[src/rtl/soc_reset_pkg.sv]
// Shared constants for the SoC reset sequencer: state codes, reset-cause codes
// and counter widths.
package soc_reset_pkg;

    localparam int CNT_W = 8;
    localparam int WDT_W = 24;

    localparam logic [2:0] ST_WAIT_LOCK = 3'd0;
    localparam logic [2:0] ST_HOLD      = 3'd1;
    localparam logic [2:0] ST_PERIPH    = 3'd2;
    localparam logic [2:0] ST_RUN       = 3'd3;

    localparam logic [1:0] CAUSE_POR       = 2'd0;
    localparam logic [1:0] CAUSE_LOCK_LOSS = 2'd1;
    localparam logic [1:0] CAUSE_SOFT      = 2'd2;
    localparam logic [1:0] CAUSE_WDT       = 2'd3;

    // Event counter sticks at all-ones instead of wrapping.
    function automatic logic [CNT_W-1:0] sat_inc(input logic [CNT_W-1:0] v);
        return (v == {CNT_W{1'b1}}) ? v : v + 1'b1;
    endfunction

endpackage

[src/rtl/sync_2ff.sv]
// Two-flop synchroniser for a single asynchronous level (PLL lock).
module sync_2ff (
    input  logic clk,
    input  logic rst_n,
    input  logic d,
    output logic q
);

    logic meta;

    always_ff @(posedge clk or negedge rst_n) begin
        if (!rst_n) begin
            meta <= 1'b0;
            q    <= 1'b0;
        end else begin
            meta <= d;
            q    <= meta;
        end
    end

endmodule

[src/rtl/soc_reset_sequencer.sv]
// Power-on / recovery reset sequencer: qualifies PLL lock, holds both resets,
// releases the peripheral reset ahead of the CPU, and re-sequences on faults.
module soc_reset_sequencer
    import soc_reset_pkg::*;
#(
    parameter int unsigned LOCK_FILTER = 16,
    parameter int unsigned HOLD_CYCLES = 63,
    parameter int unsigned PERIPH_LEAD = 8,
    parameter int unsigned WDT_CYCLES  = 0
) (
    input  logic             Clock,
    input  logic             Reset,
    input  logic             iPllLocked,
    input  logic             iSoftReset,
    input  logic             iWdtKick,
    output logic             oPeriphReset,
    output logic             oCpuReset,
    output logic             oReady,
    output logic [2:0]       oState,
    output logic [1:0]       oCause,
    output logic [CNT_W-1:0] oEventCount
);

    localparam logic [CNT_W-1:0] FILTER_LAST = CNT_W'(LOCK_FILTER - 1);
    localparam logic [CNT_W-1:0] HOLD_LAST   = CNT_W'(HOLD_CYCLES - 1);
    localparam logic [CNT_W-1:0] LEAD_LAST   = CNT_W'(PERIPH_LEAD - 1);
    localparam logic [WDT_W-1:0] WDT_LAST    = WDT_W'(WDT_CYCLES - 1);
    localparam bit               WDT_EN      = (WDT_CYCLES != 0);

    logic             lock_s;
    logic [2:0]       state, state_d;
    logic [CNT_W-1:0] cnt, cnt_d;
    logic [WDT_W-1:0] wdt, wdt_d;
    logic [1:0]       cause, cause_d;
    logic [CNT_W-1:0] events, events_d;
    logic             recover;
    logic             wdt_expire;
    logic             periph_rst, cpu_rst, ready;

    sync_2ff u_lock_sync (
        .clk   (Clock),
        .rst_n (Reset),
        .d     (iPllLocked),
        .q     (lock_s)
    );

    assign wdt_expire = WDT_EN && !iWdtKick && (wdt == WDT_LAST);

    // Recovery events are tested first, in priority order; normal progression
    // only happens when none of them fire.
    always_comb begin
        state_d = state;
        cnt_d   = cnt;
        wdt_d   = '0;
        cause_d = cause;
        recover = 1'b0;
        if (state > ST_RUN) begin
            state_d = ST_WAIT_LOCK;
        end else if (state != ST_WAIT_LOCK && !lock_s) begin
            state_d = ST_WAIT_LOCK;
            cause_d = CAUSE_LOCK_LOSS;
            recover = 1'b1;
        end else if (state == ST_RUN && iSoftReset) begin
            state_d = ST_HOLD;
            cause_d = CAUSE_SOFT;
            recover = 1'b1;
        end else if (state == ST_RUN && wdt_expire) begin
            state_d = ST_HOLD;
            cause_d = CAUSE_WDT;
            recover = 1'b1;
        end else begin
            case (state)
                ST_WAIT_LOCK: begin
                    if (!lock_s)                 cnt_d   = '0;
                    else if (cnt == FILTER_LAST) state_d = ST_HOLD;
                    else                         cnt_d   = cnt + 1'b1;
                end
                ST_HOLD: begin
                    if (cnt == HOLD_LAST) state_d = ST_PERIPH;
                    else                  cnt_d   = cnt + 1'b1;
                end
                ST_PERIPH: begin
                    if (cnt == LEAD_LAST) state_d = ST_RUN;
                    else                  cnt_d   = cnt + 1'b1;
                end
                default: begin
                    if (WDT_EN && !iWdtKick) wdt_d = wdt + 1'b1;
                end
            endcase
        end
        if (state_d != state) cnt_d = '0;
        events_d = recover ? sat_inc(events) : events;
    end

    // Reset outputs are registered from the next state so they change on the
    // same edge as oState and never glitch.
    always_ff @(posedge Clock or negedge Reset) begin
        if (!Reset) begin
            state      <= ST_WAIT_LOCK;
            cnt        <= '0;
            wdt        <= '0;
            cause      <= CAUSE_POR;
            events     <= '0;
            periph_rst <= 1'b1;
            cpu_rst    <= 1'b1;
            ready      <= 1'b0;
        end else begin
            state      <= state_d;
            cnt        <= cnt_d;
            wdt        <= wdt_d;
            cause      <= cause_d;
            events     <= events_d;
            periph_rst <= (state_d == ST_WAIT_LOCK) || (state_d == ST_HOLD);
            cpu_rst    <= (state_d != ST_RUN);
            ready      <= (state_d == ST_RUN);
        end
    end

    assign oPeriphReset = periph_rst;
    assign oCpuReset    = cpu_rst;
    assign oReady       = ready;
    assign oState       = state;
    assign oCause       = cause;
    assign oEventCount  = events;

endmodule

[config.mk]
export PLATFORM = sky130hd
export DESIGN_NAME = soc_reset_sequencer
export DESIGN_NICKNAME = d
export VERILOG_FILES = /design/src/rtl/soc_reset_pkg.sv /design/src/rtl/sync_2ff.sv /design/src/rtl/soc_reset_sequencer.sv
export SDC_FILE = /design/constraint.sdc
export NUM_CORES = 1
export LEC_CHECK = 0
export CAP_MARGIN = 20
export CORE_ASPECT_RATIO = 1.25
export CORE_UTILIZATION = 52
export CTS_CLUSTER_SIZE = 10
export DETAILED_ROUTE_END_ITERATION = 10
export PLACE_DENSITY = 0.86
export SETUP_SLACK_MARGIN = 0.05
export SLEW_MARGIN = 10
export SYNTH_ARGS = -nofsm -noshare
export SYNTH_HDL_FRONTEND = slang
export SYNTH_SLANG_ARGS = --single-unit
[constraint.sdc]
create_clock -name Clock -period 2.5 [get_ports Clock]
set_clock_uncertainty 0.2 [all_clocks]
set_input_delay 0.25 -clock Clock [delete_from_list [all_inputs] [get_ports Clock]]
set_output_delay 0.25 -clock Clock [all_outputs]
set_load 0.005 [all_outputs]
* After elaboration in Yosys (flattened, before gate mapping)
Index checks and enable logic that the tools add are counted.
Cells by class: add/sub/neg operators 2, magnitude comparators 1, equality and inequality tests 17, multiplexer cells 22, bitwise gates (word level) 2, reduce and logical (&&, ||, !) cells 12
Operators by type and width (count):
- $mux 8 | 8
- $pmux 8 s3 | 1
- $mux 3 | 7
- $add 8x1->8 const B | 2
- $eq 3x2->1 const B | 3
- $pmux 3 s3 | 1
- $eq 8x3->1 const B | 1
- $eq 8x4->1 const B | 1
- $eq 8x6->1 const B | 1
- $eq 8x8->1 const B | 1
- $reduce_and 7->1 | 1
- $eq 3x1->1 const B | 2
- $logic_not 3->1 | 2
- $ne 2x1->1 const B | 3
- $ne 3x3->1 const B | 2
- $mux 2 | 2
- $ne 4x4->1 const B | 1
- $reduce_and 2->1 | 2
- $reduce_bool 4->1 | 1
- $gt 3x2->1 const B | 1
- $mux 1 | 3
- $ne 3x2->1 const B | 1
- $ne 3x3->1 | 1
- $reduce_bool 3->1 | 1
- other kinds (5) | 7
Storage, ports and cells: flip-flop bits (word level) 26, input port bits 5, output and inout port bits 16, word-level logic and storage cells 65

* Longest topological paths before layout
word-level depth 10, mapped depth 6, mapped depth without buffers 6

* Modules after synthesis
Synthesis repeated with hierarchy kept, for this count alone.
Second synthesis, totals: cells, all modules 127, area total of the unflattened synthesis 1331.3 sq um
By module, submodules not included:
- soc_reset_sequencer | times used 1, cells each 125, area each 1281.2 sq um
- sync_2ff | times used 1, cells each 2, area each 50.0 sq um

* Worst setup path after synthesis
OpenSTA, ideal clock, no wires.
kind register -> register, start register events[0], in the netlist oEventCount[0], end register events[1], in the netlist oEventCount[1], library setup time 0.125 ns, data arrival time 1.607 ns, setup slack 0.569 ns, stages on the path, launching flop included 6, path buffers 0, period minus slack after synthesis 1.931 ns, cell sequence dfrtp_1 > ha_1 > and3_1 > a41o_1 > nor2_1 > mux2_2
Between the ends: cells in the longest elaborated chain, start to end 3, elaborated cells on any way between the ends 4
RTL lines:
- start, declared | line soc_reset_sequencer.sv:35 | logic [CNT_W-1:0] events, events_d;
- start signal, assigned | line soc_reset_sequencer.sv:112 | events <= events_d;
- branches (longest 3 deep; another with $add 8x1->8)
Several ways; the timed one is not identified. A chain may end at the register's enable or synchronous reset.

* Final worst setup path
Ends and elaborated chain as after synthesis.

==> flow_summary.yaml <==
timing:
  min_period_ns: 2.03
  tightestPinTransition_ns: 0.521
  fin_crit_sh_pct: 81.2
  fmax_ghz: 0.493
  report.final.hold_viol_count: 0
  slew-limit-headroom_pct: 65.1
  finalSetupTns_ns: 0
  setup_viol: 0
  grt_setup_unrepaired: "no"
  finalMaxSlewViolations: 0
place:
  hpwl_mm: 1.79
  dp_cells: 180
  gp_congestion: 0.841
  io_buffers: 19
grt:
  grt_overflow: 0
  grt_pass1_vias: 1026
  grt_antenna_before_repair: 0
  track_usage_pct: 21.2
  grt_max_degree: 27
  grt_pass1_wl_mm: 4.33
clock_tree:
  cts-root-buf: "clkbuf_4"
  cts_buffer_depth: 2
  cts_resized: 0
  cts.sinks: 26
  path_clk_slew_ns: 0.14
  cts_buffers: 3
  clk_latency_ns: 0.32
  htreeDepth: 1
  hold_buffers: 0
  tritoncts: "yes"
  post_cts_buffers: 0
drt:
  drc: 0
  drt_wl_total_mm: 2.48
  vias: 1044
  drt_iter0_drc: 16
  wl_per_cell_um: 13.5
  drt-vias-per-instance: 5.67
  ant_nets: 0
  drtPass1Iterations: 4
logic_synthesis:
  synth_top_area_share_pct: 44.7
  avgSynthCellArea_um2: 10.4
  synth_ff_type: "dfrtp_1"
  synthArstFlopShare_pct: 100
  syn-num-nets: 137
  ys_ff_latch: 26
  synthCells: 129
  ys_top_cells_by_area: "dfrtp_1 (45%), xor2_1 (5.9%), nand2_1 (4.8%)"
  synth_top_cell_by_area: "dfrtp_1"
  yosysWarnings: 0
  ys_types: 37
  synth_edf_count: 0
  synth-seq-area-share_pct: 48.6
  synth.cell_area_mm2: 0.00134
power:
  p_leak_nw: 0.619
  powerDensity_mw_per_mm2: 410
  ir_drop_mv: 0.266
setup_path:
  critPathMaxStageDelay_ns: 0.46
  cp.arrival_ns: 2.04
  critPathBufInv: 0
  endpoint_kind: "register"
  cp_slowest_cell: "dfrtp_1"
  startpoint_type: "register"
  cp_top_family: "flip-flops"
  crit_chain: "ha_1 -> and3_1 -> a41o_1 -> nor2_1 -> mux2_2"
  crit_fanout: 7
  crit_type: "register to register"
  worstPathRequired_ns: 2.51
hold_path:
  hold_class: "primary input to async pin"
finish:
  n_antenna_cell: 0
  syn_to_final_growth_pct: 18.5
  fin_nets: 160
  fin_cells: 184
  drive_above_1_share_pct: 8.61
floorplanning:
  die_x_um: 47.4
  core_area_mm2: 0.00243
  dieArea_mm2: 0.00279
  io-pin-count: 21
  rows: 20
  fp.dieH_um: 58.8
  initial_core_util_pct: 55.3
status:
  status: "completed"
job:
  cap_viol_max_count: 0
cells by family (layout without fill, tap and decap cells):
kind of cell	Yosys count	after routing	synth area share, %
and+or+nand+nor	60	60	24.9
DFF	26	26	48.6
AOI/OAI and AO/OA	20	20	13.1
xor gates and xnor gates	10	10	6.52
buffers and inverters	8	30	2.89
adders and majority gates	3	3	2.80
other	1	1	0.279
muxes	1	1	0.839
cell usage after synthesis (2+ instances only):
cell type  instances
and2_1             2
o21ai_0            7
ha_1               3
nand4_1            6
dfrtp_1           24
nor2_1             9
nor2b_1            4
a21oi_1            3
nand2b_1           2
xor2_1             9
nor3b_1            2
a41o_1             2
nand2_1           17
and4_1             3
nor3_1             5
dfstp_2            2
nand3_1            4
inv_1              6
final timing paths:
path,start,to,slack [ns],cells after the start
min reg2reg,u_lock_sync.meta,u_lock_sync.q,0.17,0
min,Reset,cnt[5],0.07,2
max reg2reg,oEventCount[0],oEventCount[1],0.47,5
max in group asynchronous,Reset,oPeriphReset,1.73,2
min in group Clock,iPllLocked,u_lock_sync.meta,0.15,1
max,oEventCount[0],oEventCount[1],0.47,5
where the power goes:
group | internal (W) | leakage (nW) | switching, W | total (W)
Combinational | 0.0000153 | 0.292 | 0.0000186 | 0.0000338
Sequential | 0.000426 | 0.312 | 0.00000883 | 0.000435
Clock | 0.0000624 | 0.0150 | 0.000121 | 0.000183
final cells by class:
cell class,instances,area (µm²)
tap,33,41.3
timing repair buffer,20,198
fill,201,836
multi-input combinational,95,651
clock buffer,4,26.3
inverter,6,22.5
sequential,26,653
flip-flops by register name (all words and copies together), names as in the netlist:
name and cells:
oState 3, cnt 8, oPeriphReset 1, u_lock_sync.meta 1, u_lock_sync.q 1, oCause 2
oReady 1, oEventCount 8, oCpuReset 1
layout by cell type, fill, tap and decap left out, drive strengths merged, types with 2 or more instances in the layout:
| cell | netlist | layout |
|---|---|---|
| nor2b | 4 | 4 |
| nand2b | 2 | 2 |
| a21oi | 3 | 3 |
| and2 | 3 | 3 |
| xor2 | 9 | 9 |
| nand4 | 6 | 6 |
| clkbuf | 1 | 4 |
| inv | 6 | 6 |
| dfstp | 2 | 2 |
| o21ai | 7 | 7 |
| a41o | 2 | 2 |
| o2111ai | 2 | 2 |
| nor3 | 6 | 6 |
| and4 | 3 | 3 |
| clkdlybuf4s50 | 0 | 19 |
| nor2 | 9 | 9 |
| nand3 | 5 | 5 |
| nor3b | 2 | 2 |
| ha | 3 | 3 |
| nand2 | 17 | 17 |
| dfrtp | 24 | 24 |
per-stage QoR:
step	power (W)	instance area [µm²]	hold WS [ns]	util (%)	setup slack (ns)
floorplan	0.000453	1340	-0.246	-	0.569
global placement	0.000476	1570	0.134	64.5	0.511
detailed placement	0.000477	1570	0.146	64.5	0.485
CTS	0.000658	1590	0.0806	65.6	0.471
global route	0.000677	1590	0.113	65.6	0.365
finish	0.000652	1590	0.0715	65.6	0.470
per-layer routing:
layer / global-route usage, % / vias to the layer above / routed length, µm
li1: - / 498 / -
met1: 29.6 / 514 / 1090
met2: 33.1 / 26 / 1260
met3: 1.84 / 6 / 93
met4: 8.98 / 0 / 38
met5: 0 / - / 0
No activity file was read; power rests on OpenSTA's default activity.
